### config.mk
export PLATFORM = sky130hd
export DESIGN_NAME = vec_norm_seq
export DESIGN_NICKNAME = d
export VERILOG_FILES = /design/src/rtl/vec_norm_seq.sv
export SDC_FILE = /design/constraint.sdc
export NUM_CORES = 1
export LEC_CHECK = 0
export BUFFER_PORTS_ARGS = -buffer_cell sky130_fd_sc_hd__buf_4
export CORE_UTILIZATION = 45
export DETAILED_ROUTE_END_ITERATION = 7
export PLACE_DENSITY = 0.64
export SYNTH_ARGS = -nofsm -noshare
export SYNTH_HDL_FRONTEND = slang
export SYNTH_SLANG_ARGS = --single-unit
### constraint.sdc
create_clock -name clk -period 6.52 [get_ports clk]
set_clock_uncertainty 0.15 [all_clocks]
set_input_delay 0.978 -clock clk [delete_from_list [all_inputs] [get_ports clk]]
set_output_delay 0.978 -clock clk [all_outputs]
set_load 0.01 [all_outputs]
### src/rtl/vec_norm_seq.sv
// Sequential L2-norm engine: one shared squarer accumulates N_CH elements,
// then a bit-serial restoring root yields floor(sqrt(sum of squares)).
//
// Ports:
//   clk, rst_n          clock, async active-low reset
//   in_valid/in_ready   input handshake; in_vec holds N_CH packed elements
//   out_valid/out_ready output handshake; result held until accepted
//   magnitude           floor(sqrt(sumsq))
//   sumsq               sum of squares of the accepted vector
//   busy                high while accumulating or taking the root
module vec_norm_seq #(
  parameter int N_CH   = 9,
  parameter int DATA_W = 10,
  parameter bit SIGNED = 1'b0,
  localparam int ACC_W = 2*DATA_W + $clog2(N_CH),
  localparam int OUT_W = (ACC_W+1)/2
) (
  input  logic                   clk,
  input  logic                   rst_n,
  input  logic                   in_valid,
  output logic                   in_ready,
  input  logic [N_CH*DATA_W-1:0] in_vec,
  output logic                   out_valid,
  input  logic                   out_ready,
  output logic [OUT_W-1:0]       magnitude,
  output logic [ACC_W-1:0]       sumsq,
  output logic                   busy
);

  localparam int IDX_W = (N_CH > 1) ? $clog2(N_CH) : 1;
  localparam int CNT_W = $clog2(OUT_W+1);
  localparam int PRD_W = 2*DATA_W;
  localparam int RAD_W = 2*OUT_W;
  localparam int REM_W = OUT_W+2;

  typedef enum logic [1:0] {
    IDLE,
    ACCUM,
    ROOT,
    DONE
  } state_t;

  state_t                 state;
  logic [N_CH*DATA_W-1:0] vec_r;
  logic [IDX_W-1:0]       idx;
  logic [CNT_W-1:0]       cnt;
  logic [ACC_W-1:0]       acc;
  logic [RAD_W-1:0]       rad;
  logic [REM_W-1:0]       rem;
  logic [OUT_W-1:0]       root;

  logic [DATA_W-1:0]      elem;
  logic [DATA_W-1:0]      mag;
  logic [PRD_W-1:0]       sq;
  logic [ACC_W-1:0]       acc_nxt;
  logic [REM_W-1:0]       rem_sh;
  logic [REM_W-1:0]       trial;
  logic                   fit;
  logic [REM_W-1:0]       rem_nxt;
  logic [OUT_W-1:0]       root_nxt;
  logic                   idx_last;

  always_comb begin
    elem = vec_r[int'(idx)*DATA_W +: DATA_W];
    mag  = elem;
    // Unsigned negate of the most negative value wraps to 2^(DATA_W-1),
    // which is the correct magnitude in DATA_W unsigned bits.
    if (SIGNED && elem[DATA_W-1])
      mag = -elem;
    sq       = PRD_W'(mag) * PRD_W'(mag);
    acc_nxt  = acc + ACC_W'(sq);
    idx_last = (idx == IDX_W'(N_CH-1));
    // Restoring root step: bring down two radicand bits, try 4r+1.
    rem_sh   = {rem[REM_W-3:0], rad[RAD_W-1 -: 2]};
    trial    = {root, 2'b01};
    fit      = (rem_sh >= trial);
    rem_nxt  = fit ? (rem_sh - trial) : rem_sh;
    root_nxt = (root << 1) | OUT_W'(fit);
  end

  always_ff @(posedge clk or negedge rst_n) begin
    if (!rst_n) begin
      state     <= IDLE;
      in_ready  <= 1'b1;
      out_valid <= 1'b0;
      busy      <= 1'b0;
      magnitude <= '0;
      sumsq     <= '0;
      vec_r     <= '0;
      idx       <= '0;
      cnt       <= '0;
      acc       <= '0;
      rad       <= '0;
      rem       <= '0;
      root      <= '0;
    end else begin
      unique case (state)
        IDLE: begin
          if (in_valid) begin
            state    <= ACCUM;
            in_ready <= 1'b0;
            busy     <= 1'b1;
            vec_r    <= in_vec;
            acc      <= '0;
            idx      <= '0;
          end
        end
        ACCUM: begin
          acc <= acc_nxt;
          idx <= idx + 1'b1;
          if (idx_last) begin
            state <= ROOT;
            rad   <= RAD_W'(acc_nxt);
            rem   <= '0;
            root  <= '0;
            cnt   <= CNT_W'(OUT_W-1);
          end
        end
        ROOT: begin
          rad  <= rad << 2;
          rem  <= rem_nxt;
          root <= root_nxt;
          cnt  <= cnt - 1'b1;
          if (cnt == '0) begin
            state     <= DONE;
            busy      <= 1'b0;
            out_valid <= 1'b1;
            magnitude <= root_nxt;
            sumsq     <= acc;
          end
        end
        DONE: begin
          if (out_ready) begin
            state     <= IDLE;
            out_valid <= 1'b0;
            in_ready  <= 1'b1;
          end
        end
        default: state <= IDLE;
      endcase
    end
  end

endmodule

==> summary.json <==
{
  "cts-htree-levels": 1,
  "routed_wl_um": 31600,
  "timing.critical_path.slowest_stage_cell": "fa_1",
  "via_per_inst": 5.23,
  "n_antenna_cell": 0,
  "place.detailed.hpwl_um": 23200,
  "die_width_um": 174,
  "crit_arrival_ns": 6.66,
  "cts-root-buf": "clkbuf_16",
  "grt_first_pass_wirelength_um": 51500,
  "syn_to_final_growth_pct": 22.9,
  "hold_class": "in -> async",
  "mappedNetlistNets": 1460,
  "timing.fmax_ghz": 0.157,
  "fp.dieArea_sq_mm": 0.0304,
  "core_area_sq_mm": 0.0290,
  "cts-hold-fix-buffers": 0,
  "synth_sequential_area_ratio": 0.395,
  "grt.overflow.total": 0,
  "synth.yosys.warnings": 0,
  "row_count": 62,
  "dp_slack_ns": -0.126,
  "fp.dieH_um": 174,
  "netlist_area_sq_mm": 0.0134,
  "max_slew_margin": 0.234,
  "tritoncts": "done",
  "finish.net_count": 1645,
  "worst_skew_pair.late_latency_ns": 0.54,
  "synth_edf_count": 0,
  "finalHoldViolCount": 0,
  "cts_buffers": 24,
  "worst-slew-pin-transition_ns": 1.15,
  "maxSlewViolCount": 0,
  "timing.critical_path.fanout_max": 5,
  "maxCapViolations": 0,
  "critical_path.most_common_cell": "fa_1",
  "io_buffer_count": 132,
  "number_of_design_rule_violations_left_by_the_first_detailed_router_iteration": 477,
  "cp.buffers_inverters": 6,
  "post_route_cells_drive_above_1_share": 0.352,
  "drt.antenna.violating_nets": 0,
  "postSynthRegisterBits": 211,
  "clk_pin_slew_worst_paths_ns": 0.06,
  "status": "complete, no violations",
  "fillerInstances": 2532,
  "tritoncts_num_sinks": 211,
  "required_ns": 6.80,
  "vias": 9470,
  "drt-pass1-iter-count": 4,
  "post_synth_num_cell_types": 73,
  "pin_count_of_the_biggest_net_entering_global_routing": 91,
  "initial_cell_density_of_the_core": 0.461,
  "worst-setup-path-type": "reg -> reg",
  "postSynth.topFlopCell": "dfrtp_1",
  "post_place_instance_area_sq_mm": 0.0151,
  "ys_async_sr_fraction": 1.00,
  "min_period_over_period": 0.979,
  "netlist.top_cell.by_area": "dfrtp_1",
  "ranking_of_synthesized_cells_by_area": "dfrtp_1, mux2_2, fa_1, ha_1, inv_1",
  "setup_repair_after_global_routing_missed_its_margin": "yes",
  "cts_max_path_buffers": 3,
  "synth.avg_cell_area_sq_um": 10.9,
  "worst_slack_ns": 0.134,
  "grtUsageTotal": 0.211,
  "grt_pass1_vias": 9765,
  "worstSetupEndpointType": "flip-flop",
  "final-setup-viol-count": 0,
  "share_of_the_synthesized_area_in_the_top_cell_type": 0.393,
  "design_area_sq_mm": 0.0164,
  "gpl.final_weighted_congestion": 0.956,
  "critical_path.cell_chain": "buf_12 -> clkbuf_16 -> mux4_2 -> mux2i_2 -> nor2_2 -> a21oi_4 -> nor2_2 -> inv_1 -> fa_1 -> fa_1 -> inv_1 -> fa_1 -> fa_1 -> inv_1 -> fa_1 -> inv_2 -> ha_4 -> and3_4 -> and3_4 -> a211oi_4 -> a21oi_4 -> a32oi_2 -> mux2i_1 -> nand2_1",
  "cells_after_synth": 1224,
  "path_delay_family": "adder cells",
  "start_kind": "flip-flop",
  "drc": 0,
  "timing.final.crit_period_ns": 6.39,
  "wl_per_cell_um": 17.5,
  "critPathMaxStageDelay_ns": 0.57,
  "antenna_violations_before_repair": 0,
  "io-pin-count": 133
}
kinds of logic (layout without fill, tap and decap cells):
group | count (synthesis) | in the layout | share of synthesized area
AND/OR/NAND/NOR | 242 | 242 | 0.0816
flip-flops | 211 | 211 | 0.395
multiplexers | 174 | 174 | 0.161
AO/OA/AOI/OAI | 212 | 212 | 0.106
XOR/XNOR | 37 | 37 | 0.0248
buffers and inverters | 206 | 409 | 0.0618
adder cells (fa/ha/maj) | 142 | 142 | 0.170
state kept, by name (all words and copies together), names as in the netlist, 2 cells and up:
signal	flops
sumsq	24
magnitude	12
idx	4
root	12
vec_r	90
cnt	4
rem	12
acc	24
state	2
rad	24
path summary, 6_finish.rpt:
check                           cells after the start    from  slack [ns]        end
worst max-delay path                               24  idx[0]        0.13    rad[23]
worst min-delay path                                1   rst_n        0.25    root[4]
worst max register to register                     24  idx[0]        0.13    rad[23]
worst min register to register                      1  rad[9]        0.35    rad[11]
max in group asynchronous                           2   rst_n        4.64  vec_r[55]
min in group clk                                    1  rad[9]        0.35    rad[11]
layer usage:
metal,global-route usage,vias up,part of all wire
li1,-,4544,-
met1,0.310,4742,0.48
met2,0.338,148,0.47
met3,0.0234,36,0.031
met4,0.0457,0,0.020
met5,0,-,0
synthesized netlist by cell type (3+ instances only):
cell type	count
nor3b_1	3
and2_1	4
a22oi_1	3
o21ai_0	60
inv_2	7
mux4_2	20
mux2i_1	27
o21ai_1	13
a21oi_2	3
dfrtp_1	210
nor3_1	13
and3_1	16
nand2b_1	7
a22o_1	12
ha_1	76
buf_6	3
nand2_1	85
a21oi_4	6
a31oi_1	3
o211ai_1	4
nor2b_1	4
mux2_2	127
a21o_1	8
nor2_1	67
or3_1	3
buf_1	5
clkbuf_1	31
o21bai_1	3
xnor2_1	24
nand3_1	30
fa_1	66
buf_2	10
inv_1	147
o21a_1	8
a221o_1	5
a21oi_1	56
xor2_1	12
per-stage QoR:
stage | util | cells | hold WS, ns | setup TNS [ns]
finish | 0.567 | 1811 | 0.254 | 0
global route | 0.567 | 1811 | 0.292 | -0.385
CTS | 0.550 | 1795 | 0.278 | 0
detailed placement | 0.521 | 1750 | 0.339 | -0.437
global placement | 0.521 | 1750 | 0.333 | -0.0382
floorplan | - | 1224 | 0.299 | 0
layout by cell type, fill, tap and decap left out, drive strengths merged, types with 27 or more instances in the layout:
cell type and instances:
clkbuf 33, nor2 68, nand2 86, buf 209, mux2i 27, inv 154
dfrtp 210, o21ai 74, a21oi 65, fa 66, nand3 30, mux2 127
ha 76
timing repair:
item                                    4_1_cts  5_1_grt
buffers inserted                              0       15
resized for setup                            13       73
endpoints found under the setup margin       13       29
pin swaps                                     6       57
cloned                                        1        1
cell type report:
class	instances	area, sq um	area share
timing repair buffer	211	1740	0.106
multi-input combinational	807	7590	0.462
clock buffer	31	667	0.0406
inverter	154	578	0.0352
clock inverter	13	98.8	0.00601
tap	384	480	0.0292
sequential	211	5280	0.321
Power is left out: the tool's default activity adds up to more than one toggle a clock period on the data nets, which glitch-free logic cannot reach.
